==> src/rtl/wb_stage_buf_if.sv <==
// Write-back stage bus: MEM-side input, register-file write port,
// forwarding tap and occupancy.
interface wb_stage_buf_if #(
    parameter int DATA_W = 16,
    parameter int REG_AW = 2,
    parameter int DEPTH  = 2
);
    localparam int CW = $clog2(DEPTH) + 1;

    logic              in_valid;
    logic              in_ready;
    logic              in_wr;
    logic              in_rm;
    logic [DATA_W-1:0] in_ac;
    logic [DATA_W-1:0] in_mem;
    logic [REG_AW-1:0] in_rd;
    logic [1:0]        in_lsz;
    logic              flush;
    logic              rf_ready;
    logic              wr_en;
    logic [REG_AW-1:0] wr_addr;
    logic [DATA_W-1:0] wr_data;
    logic              fwd_valid;
    logic [REG_AW-1:0] fwd_addr;
    logic [DATA_W-1:0] fwd_data;
    logic [CW-1:0]     count;

    modport slave (
        input  in_valid, in_wr, in_rm, in_ac, in_mem, in_rd, in_lsz,
        input  flush, rf_ready,
        output in_ready, wr_en, wr_addr, wr_data,
        output fwd_valid, fwd_addr, fwd_data, count
    );

    modport master (
        output in_valid, in_wr, in_rm, in_ac, in_mem, in_rd, in_lsz,
        output flush, rf_ready,
        input  in_ready, wr_en, wr_addr, wr_data,
        input  fwd_valid, fwd_addr, fwd_data, count
    );
endinterface

==> src/rtl/wb_stage_buf.sv <==
// Write-back stage: ALU/memory result select feeding a small register-write queue.
// Optional load-size extension is enabled with `define WB_LOAD_EXT_EN.
module wb_stage_buf #(
    parameter int DATA_W = 16,
    parameter int REG_AW = 2,
    parameter int DEPTH  = 2
) (
    input  logic            clk,
    input  logic            reset,
    wb_stage_buf_if.slave   bus
);
    localparam int PW = $clog2(DEPTH);
    localparam int CW = PW + 1;

    typedef struct packed {
        logic [REG_AW-1:0] rd;
        logic [DATA_W-1:0] data;
    } entry_t;

    entry_t          mem_q [DEPTH];
    entry_t          mem_d [DEPTH];
    logic [PW-1:0]   wr_ptr_q, wr_ptr_d;
    logic [PW-1:0]   rd_ptr_q, rd_ptr_d;
    logic [CW-1:0]   count_q, count_d;

    logic              not_empty;
    logic              in_ready;
    logic              push;
    logic              pop;
    logic [DATA_W-1:0] ext_mem;
    logic [DATA_W-1:0] res;
    entry_t            head;
    entry_t            tail;
    logic [PW-1:0]     tail_ptr;

`ifdef WB_LOAD_EXT_EN
    always_comb begin
        ext_mem = bus.in_mem;
        unique case (bus.in_lsz)
            2'b01:   ext_mem = {{(DATA_W-8){1'b0}}, bus.in_mem[7:0]};
            2'b10:   ext_mem = {{(DATA_W-8){bus.in_mem[7]}}, bus.in_mem[7:0]};
            default: ext_mem = bus.in_mem;
        endcase
    end
`else
    logic unused_lsz;
    assign unused_lsz = ^bus.in_lsz;
    assign ext_mem    = bus.in_mem;
`endif

    assign res       = bus.in_rm ? ext_mem : bus.in_ac;
    assign not_empty = (count_q != '0);
    assign in_ready  = (count_q != CW'(DEPTH));
    assign push      = bus.in_valid & in_ready & bus.in_wr & ~bus.flush;
    assign pop       = not_empty & bus.rf_ready & ~bus.flush;

    always_comb begin
        mem_d    = mem_q;
        wr_ptr_d = wr_ptr_q;
        rd_ptr_d = rd_ptr_q;
        count_d  = count_q;
        if (bus.flush) begin
            wr_ptr_d = '0;
            rd_ptr_d = '0;
            count_d  = '0;
        end else begin
            if (push) begin
                mem_d[wr_ptr_q] = '{rd: bus.in_rd, data: res};
                wr_ptr_d        = wr_ptr_q + PW'(1);
            end
            if (pop) begin
                rd_ptr_d = rd_ptr_q + PW'(1);
            end
            count_d = count_q + CW'(push) - CW'(pop);
        end
    end

    always_ff @(posedge clk) begin
        if (reset) begin
            wr_ptr_q <= '0;
            rd_ptr_q <= '0;
            count_q  <= '0;
        end else begin
            wr_ptr_q <= wr_ptr_d;
            rd_ptr_q <= rd_ptr_d;
            count_q  <= count_d;
        end
    end

    // Storage is never cleared; outputs are masked while empty instead.
    always_ff @(posedge clk) begin
        mem_q <= mem_d;
    end

    assign tail_ptr = wr_ptr_q - PW'(1);
    assign head     = mem_q[rd_ptr_q];
    assign tail     = mem_q[tail_ptr];

    assign bus.in_ready  = in_ready;
    assign bus.count     = count_q;
    assign bus.wr_en     = not_empty;
    assign bus.wr_addr   = not_empty ? head.rd   : '0;
    assign bus.wr_data   = not_empty ? head.data : '0;
    assign bus.fwd_valid = not_empty;
    assign bus.fwd_addr  = not_empty ? tail.rd   : '0;
    assign bus.fwd_data  = not_empty ? tail.data : '0;
endmodule

==> src/flat_wrapper.sv <==
// flat-port wrapper written by rule: the top's interface ports become plain ports
module wb_stage_buf_flat 
#(
    parameter int DATA_W = 16,
    parameter int REG_AW = 2,
    parameter int DEPTH  = 2
)
  (clk, reset, bus_in_valid, bus_in_wr, bus_in_rm, bus_in_ac, bus_in_mem, bus_in_rd, bus_in_lsz, bus_flush, bus_rf_ready, bus_in_ready, bus_wr_en, bus_wr_addr, bus_wr_data, bus_fwd_valid, bus_fwd_addr, bus_fwd_data, bus_count);
  wb_stage_buf_if #(.DATA_W(DATA_W), .REG_AW(REG_AW), .DEPTH(DEPTH)) bus_i ();
  input  logic clk;
  input  logic reset;
  input wire logic [$bits(bus_i.in_valid)-1:0] bus_in_valid;
  input wire logic [$bits(bus_i.in_wr)-1:0] bus_in_wr;
  input wire logic [$bits(bus_i.in_rm)-1:0] bus_in_rm;
  input wire logic [$bits(bus_i.in_ac)-1:0] bus_in_ac;
  input wire logic [$bits(bus_i.in_mem)-1:0] bus_in_mem;
  input wire logic [$bits(bus_i.in_rd)-1:0] bus_in_rd;
  input wire logic [$bits(bus_i.in_lsz)-1:0] bus_in_lsz;
  input wire logic [$bits(bus_i.flush)-1:0] bus_flush;
  input wire logic [$bits(bus_i.rf_ready)-1:0] bus_rf_ready;
  output wire logic [$bits(bus_i.in_ready)-1:0] bus_in_ready;
  output wire logic [$bits(bus_i.wr_en)-1:0] bus_wr_en;
  output wire logic [$bits(bus_i.wr_addr)-1:0] bus_wr_addr;
  output wire logic [$bits(bus_i.wr_data)-1:0] bus_wr_data;
  output wire logic [$bits(bus_i.fwd_valid)-1:0] bus_fwd_valid;
  output wire logic [$bits(bus_i.fwd_addr)-1:0] bus_fwd_addr;
  output wire logic [$bits(bus_i.fwd_data)-1:0] bus_fwd_data;
  output wire logic [$bits(bus_i.count)-1:0] bus_count;
  assign bus_i.in_valid = bus_in_valid;
  assign bus_i.in_wr = bus_in_wr;
  assign bus_i.in_rm = bus_in_rm;
  assign bus_i.in_ac = bus_in_ac;
  assign bus_i.in_mem = bus_in_mem;
  assign bus_i.in_rd = bus_in_rd;
  assign bus_i.in_lsz = bus_in_lsz;
  assign bus_i.flush = bus_flush;
  assign bus_i.rf_ready = bus_rf_ready;
  assign bus_in_ready = bus_i.in_ready;
  assign bus_wr_en = bus_i.wr_en;
  assign bus_wr_addr = bus_i.wr_addr;
  assign bus_wr_data = bus_i.wr_data;
  assign bus_fwd_valid = bus_i.fwd_valid;
  assign bus_fwd_addr = bus_i.fwd_addr;
  assign bus_fwd_data = bus_i.fwd_data;
  assign bus_count = bus_i.count;
  wb_stage_buf #(.DATA_W(DATA_W), .REG_AW(REG_AW), .DEPTH(DEPTH)) u_core (.clk(clk), .reset(reset), .bus(bus_i));
endmodule
==> config.mk <==
export PLATFORM = sky130hd
export DESIGN_NAME = wb_stage_buf_flat
export DESIGN_NICKNAME = d
export VERILOG_FILES = /design/src/rtl/wb_stage_buf_if.sv /design/src/rtl/wb_stage_buf.sv /design/src/flat_wrapper.sv
export SDC_FILE = /design/constraint.sdc
export NUM_CORES = 1
export LEC_CHECK = 0
export CORE_MARGIN = 10
export CORE_UTILIZATION = 35
export CTS_BUF_LIST = sky130_fd_sc_hd__clkbuf_4 sky130_fd_sc_hd__clkbuf_8 sky130_fd_sc_hd__clkbuf_16
export DETAILED_ROUTE_END_ITERATION = 7
export PLACE_DENSITY_LB_ADDON = 0.2
export SLEW_MARGIN = 10
export SYNTH_ARGS = -nofsm -noshare
export SYNTH_HDL_FRONTEND = slang
export SYNTH_SLANG_ARGS = --single-unit
==> constraint.sdc <==
create_clock -name clk -period 3.9 [get_ports clk]
set_input_delay 0.585 -clock clk [delete_from_list [all_inputs] [get_ports clk]]
set_output_delay 0.585 -clock clk [all_outputs]
set_load 0.005 [all_outputs]
==> results.yml <==
outcome:
  outcome: "complete, no violations"
pwr:
  p_leak_nw: 1.00
  p_total_w: 0.000921
  peakVddDrop_v: 0.000215
  powerDensity_mw_per_mm2: 303
timing:
  setup_violations: 0
  fin_setup_tns_ns: 0
  worst_pin_slew_ns: 0.917
  rsz0062_at_grt: "false"
  drv_slew: 0
  max_freq_mhz: 380
  fin_worst_skew_ns: 0.00359
  relSlewSlack: 0.389
  hold_viol: 0
  finalCriticalPeriod_ns: 2.63
  period_share: 0.676
logic_synthesis:
  yosysTopAreaCell: "edfxtp_1"
  ys.flop_type: "edfxtp_1"
  synth-edff-count: 36
  netlist_area_mm2: 0.00206
  synth_common_cells: "nor2_1 (38), edfxtp_1 (36), mux2i_1 (36)"
  synth-compound-area-share: 0.00973
  synth_nets: 207
  synth-async-reset-ratio: 0
  syn_area_per_cell_um2: 12.7
  ys_warn_count: 0
  yosys.area_share.simple: 0.0979
  synth_top_area_share: 0.525
  syn-instance-count: 162
  synth_top_family_by_area: "multiplexers"
  synthMuxAreaShare: 0.263
  synthAdderAreaFrac: 0.0122
  synth_xor_area_frac: 0.0128
  yosysMostFrequentCell: "nor2_1"
  ys_seq_area_frac: 0.564
  ys_types: 22
  netlist_top_cells_area: "edfxtp_1 (53%), mux2i_1 (18%), mux2_2 (8.8%)"
  ys_seq_elements: 40
setup_path:
  crit_start: "u_core.bus.count[1]"
  reg2reg_slack_ns: 1.86
  r2r-start: "u_core.wr_ptr_q"
  crit_type: "reg -> out"
  timing.critical_path.to: "bus_fwd_data[3]"
  r2r-end: "u_core.mem_q[0]"
  path_cells: "nor2_2 -> buf_4 -> nor2_1 -> clkdlybuf4s50_1"
  path_depth: 4
  cp-end-kind: "output port"
  slowest_delay_ns: 0.49
  path_buf_inv: 2
  critPathTopFamily: "buffers and inverters"
  rr_worst_depth: 2
  startpoint_type: "flop"
  cp.required_ns: 3.31
  slowest_stage: "clkdlybuf4s50_1"
  cp_max_fo: 24
  cp.arrival_ns: 2.05
global_routing:
  grt_pass1_vias: 1631
  grt_max_degree: 25
  grt_pass1_wl_um: 8490
  overflow: 0
  track_usage: 0.112
  antenna_found_initial: 0
cells_and_area:
  antenna_cells: 0
  nNetsFinal: 290
  finalInstanceArea_mm2: 0.00304
  drive_above_1_share: 0.122
  area_delta_synth_final_pct: 47.7
job:
  max_cap_viol_count: 0
floorplan:
  start_util: 0.367
  dieArea_mm2: 0.00935
  die_h_um: 96.7
  coreArea_mm2: 0.00561
  ios: 84
  die_w_um: 96.7
  rows: 27
clock_network:
  postCtsResizedCells: 0
  clock_latency_ns: 0.29
  cts_root_buffer: "clkbuf_8"
  cts.sinks: 40
  cts_tree: "done"
  cts_buffer_depth: 2
  clk_pin_slew_ns: 0.07
  cts_buffers: 5
  cts_setup_buffers: 0
  htreeDepth: 2
  cts-hold-fix-buffers: 0
route:
  detail_route.iter0.violations: 50
  wire_per_inst_um: 16.2
  wl_um: 5160
  viasPerCell: 4.79
  vias: 1522
  ant_nets: 0
  dr.pass1.iters: 4
  drc: 0
min_path:
  hp-class: "reg -> reg"
placement:
  place_area_mm2: 0.00293
  gp_congestion: 0.742
  port_buffers: 81
  hpwlAfterDp_um: 3920
==> per-stage QoR <==
step / utilization / setup WS, ns / instances / hold slack, ns
2_1_floorplan: - / 1.00 / 162 / 0.566
3_3_place_gp: 0.523 / 1.29 / 310 / 0.716
3_5_place_dp: 0.523 / 1.31 / 310 / 0.732
4_1_cts: 0.542 / 1.22 / 318 / 0.742
5_1_grt: 0.542 / 1.04 / 318 / 0.774
6_report: 0.542 / 1.27 / 318 / 0.724
==> metal layers <==
layer | GRT usage | share of wire
met5 | 0 | 0
met4 | 0.0406 | 0.015
met3 | 0.0596 | 0.098
met2 | 0.189 | 0.49
met1 | 0.114 | 0.40
==> logic make-up (layout without fill, tap and decap cells) <==
group | Yosys count | after routing
AOI/OAI and AO/OA | 3 | 3
muxes | 52 | 52
xor gates and xnor gates | 3 | 3
DFF | 40 | 40
adders and majority gates | 2 | 2
and+or+nand+nor | 48 | 48
buffers and inverters | 14 | 98
==> worst min path at each step <==
stage                        start                  end  slack [ns]  depth (start not counted)
2_1_floorplan      u_core.wr_ptr_q      u_core.wr_ptr_q        0.57                          2
3_3_place_gp   u_core.bus.count[1]  u_core.bus.count[1]        0.72                          3
3_5_place_dp   u_core.bus.count[1]  u_core.bus.count[1]        0.73                          3
4_1_cts        u_core.bus.count[1]  u_core.bus.count[1]        0.74                          3
5_1_grt        u_core.bus.count[1]  u_core.bus.count[1]        0.77                          3
6_report       u_core.bus.count[1]  u_core.bus.count[1]        0.72                          3
==> layout make-up <==
cell class,instances,area (um2)
clock inverter,3,37.5
timing repair buffer,86,848
sequential,40,1160
multi-input combinational,108,820
tap,72,90.1
clock buffer,5,68.8
inverter,4,15.0
fill,522,2570
==> layout by cell type, fill, tap and decap left out <==
| cell type | count |
|---|---|
| xnor2_1 | 1 |
| bufinv_16 | 1 |
| nor2_2 | 1 |
| nor4_2 | 1 |
| or3_1 | 1 |
| mux2i_1 | 36 |
| ha_1 | 2 |
| mux2_2 | 16 |
| xor2_1 | 2 |
| dfxtp_1 | 4 |
| nor2_1 | 38 |
| clkdlybuf4s50_1 | 81 |
| o211ai_1 | 1 |
| nor2b_2 | 1 |
| and2_1 | 2 |
| o21ai_0 | 1 |
| nor3_1 | 3 |
| nand2_1 | 1 |
| clkbuf_8 | 5 |
| inv_1 | 4 |
| buf_4 | 5 |
| clkinv_1 | 2 |
| edfxtp_1 | 36 |
| o31ai_1 | 1 |
==> worst min-delay path, cell delays in order, from the launching register on <==
cell and delay (ns):
dfxtp_1 0.41, xor2_1 0.10, xnor2_1 0.13, nor3_1 0.04
==> flip-flops by register name, summed over array words and instances, names as in the netlist <==
name,count
u_core.rd_ptr_q,1
u_core.mem_q,36
u_core.wr_ptr_q,1
u_core.bus.count,2
==> power by group <==
part	internal [W]	total, W	switching [W]
logic	0.0000731	0.000113	0.0000403
registers	0.000478	0.000483	0.00000462
clock network	0.000186	0.000325	0.000139
total	0.000738	0.000921	0.000184
Power figures use the tool's default switching activity.
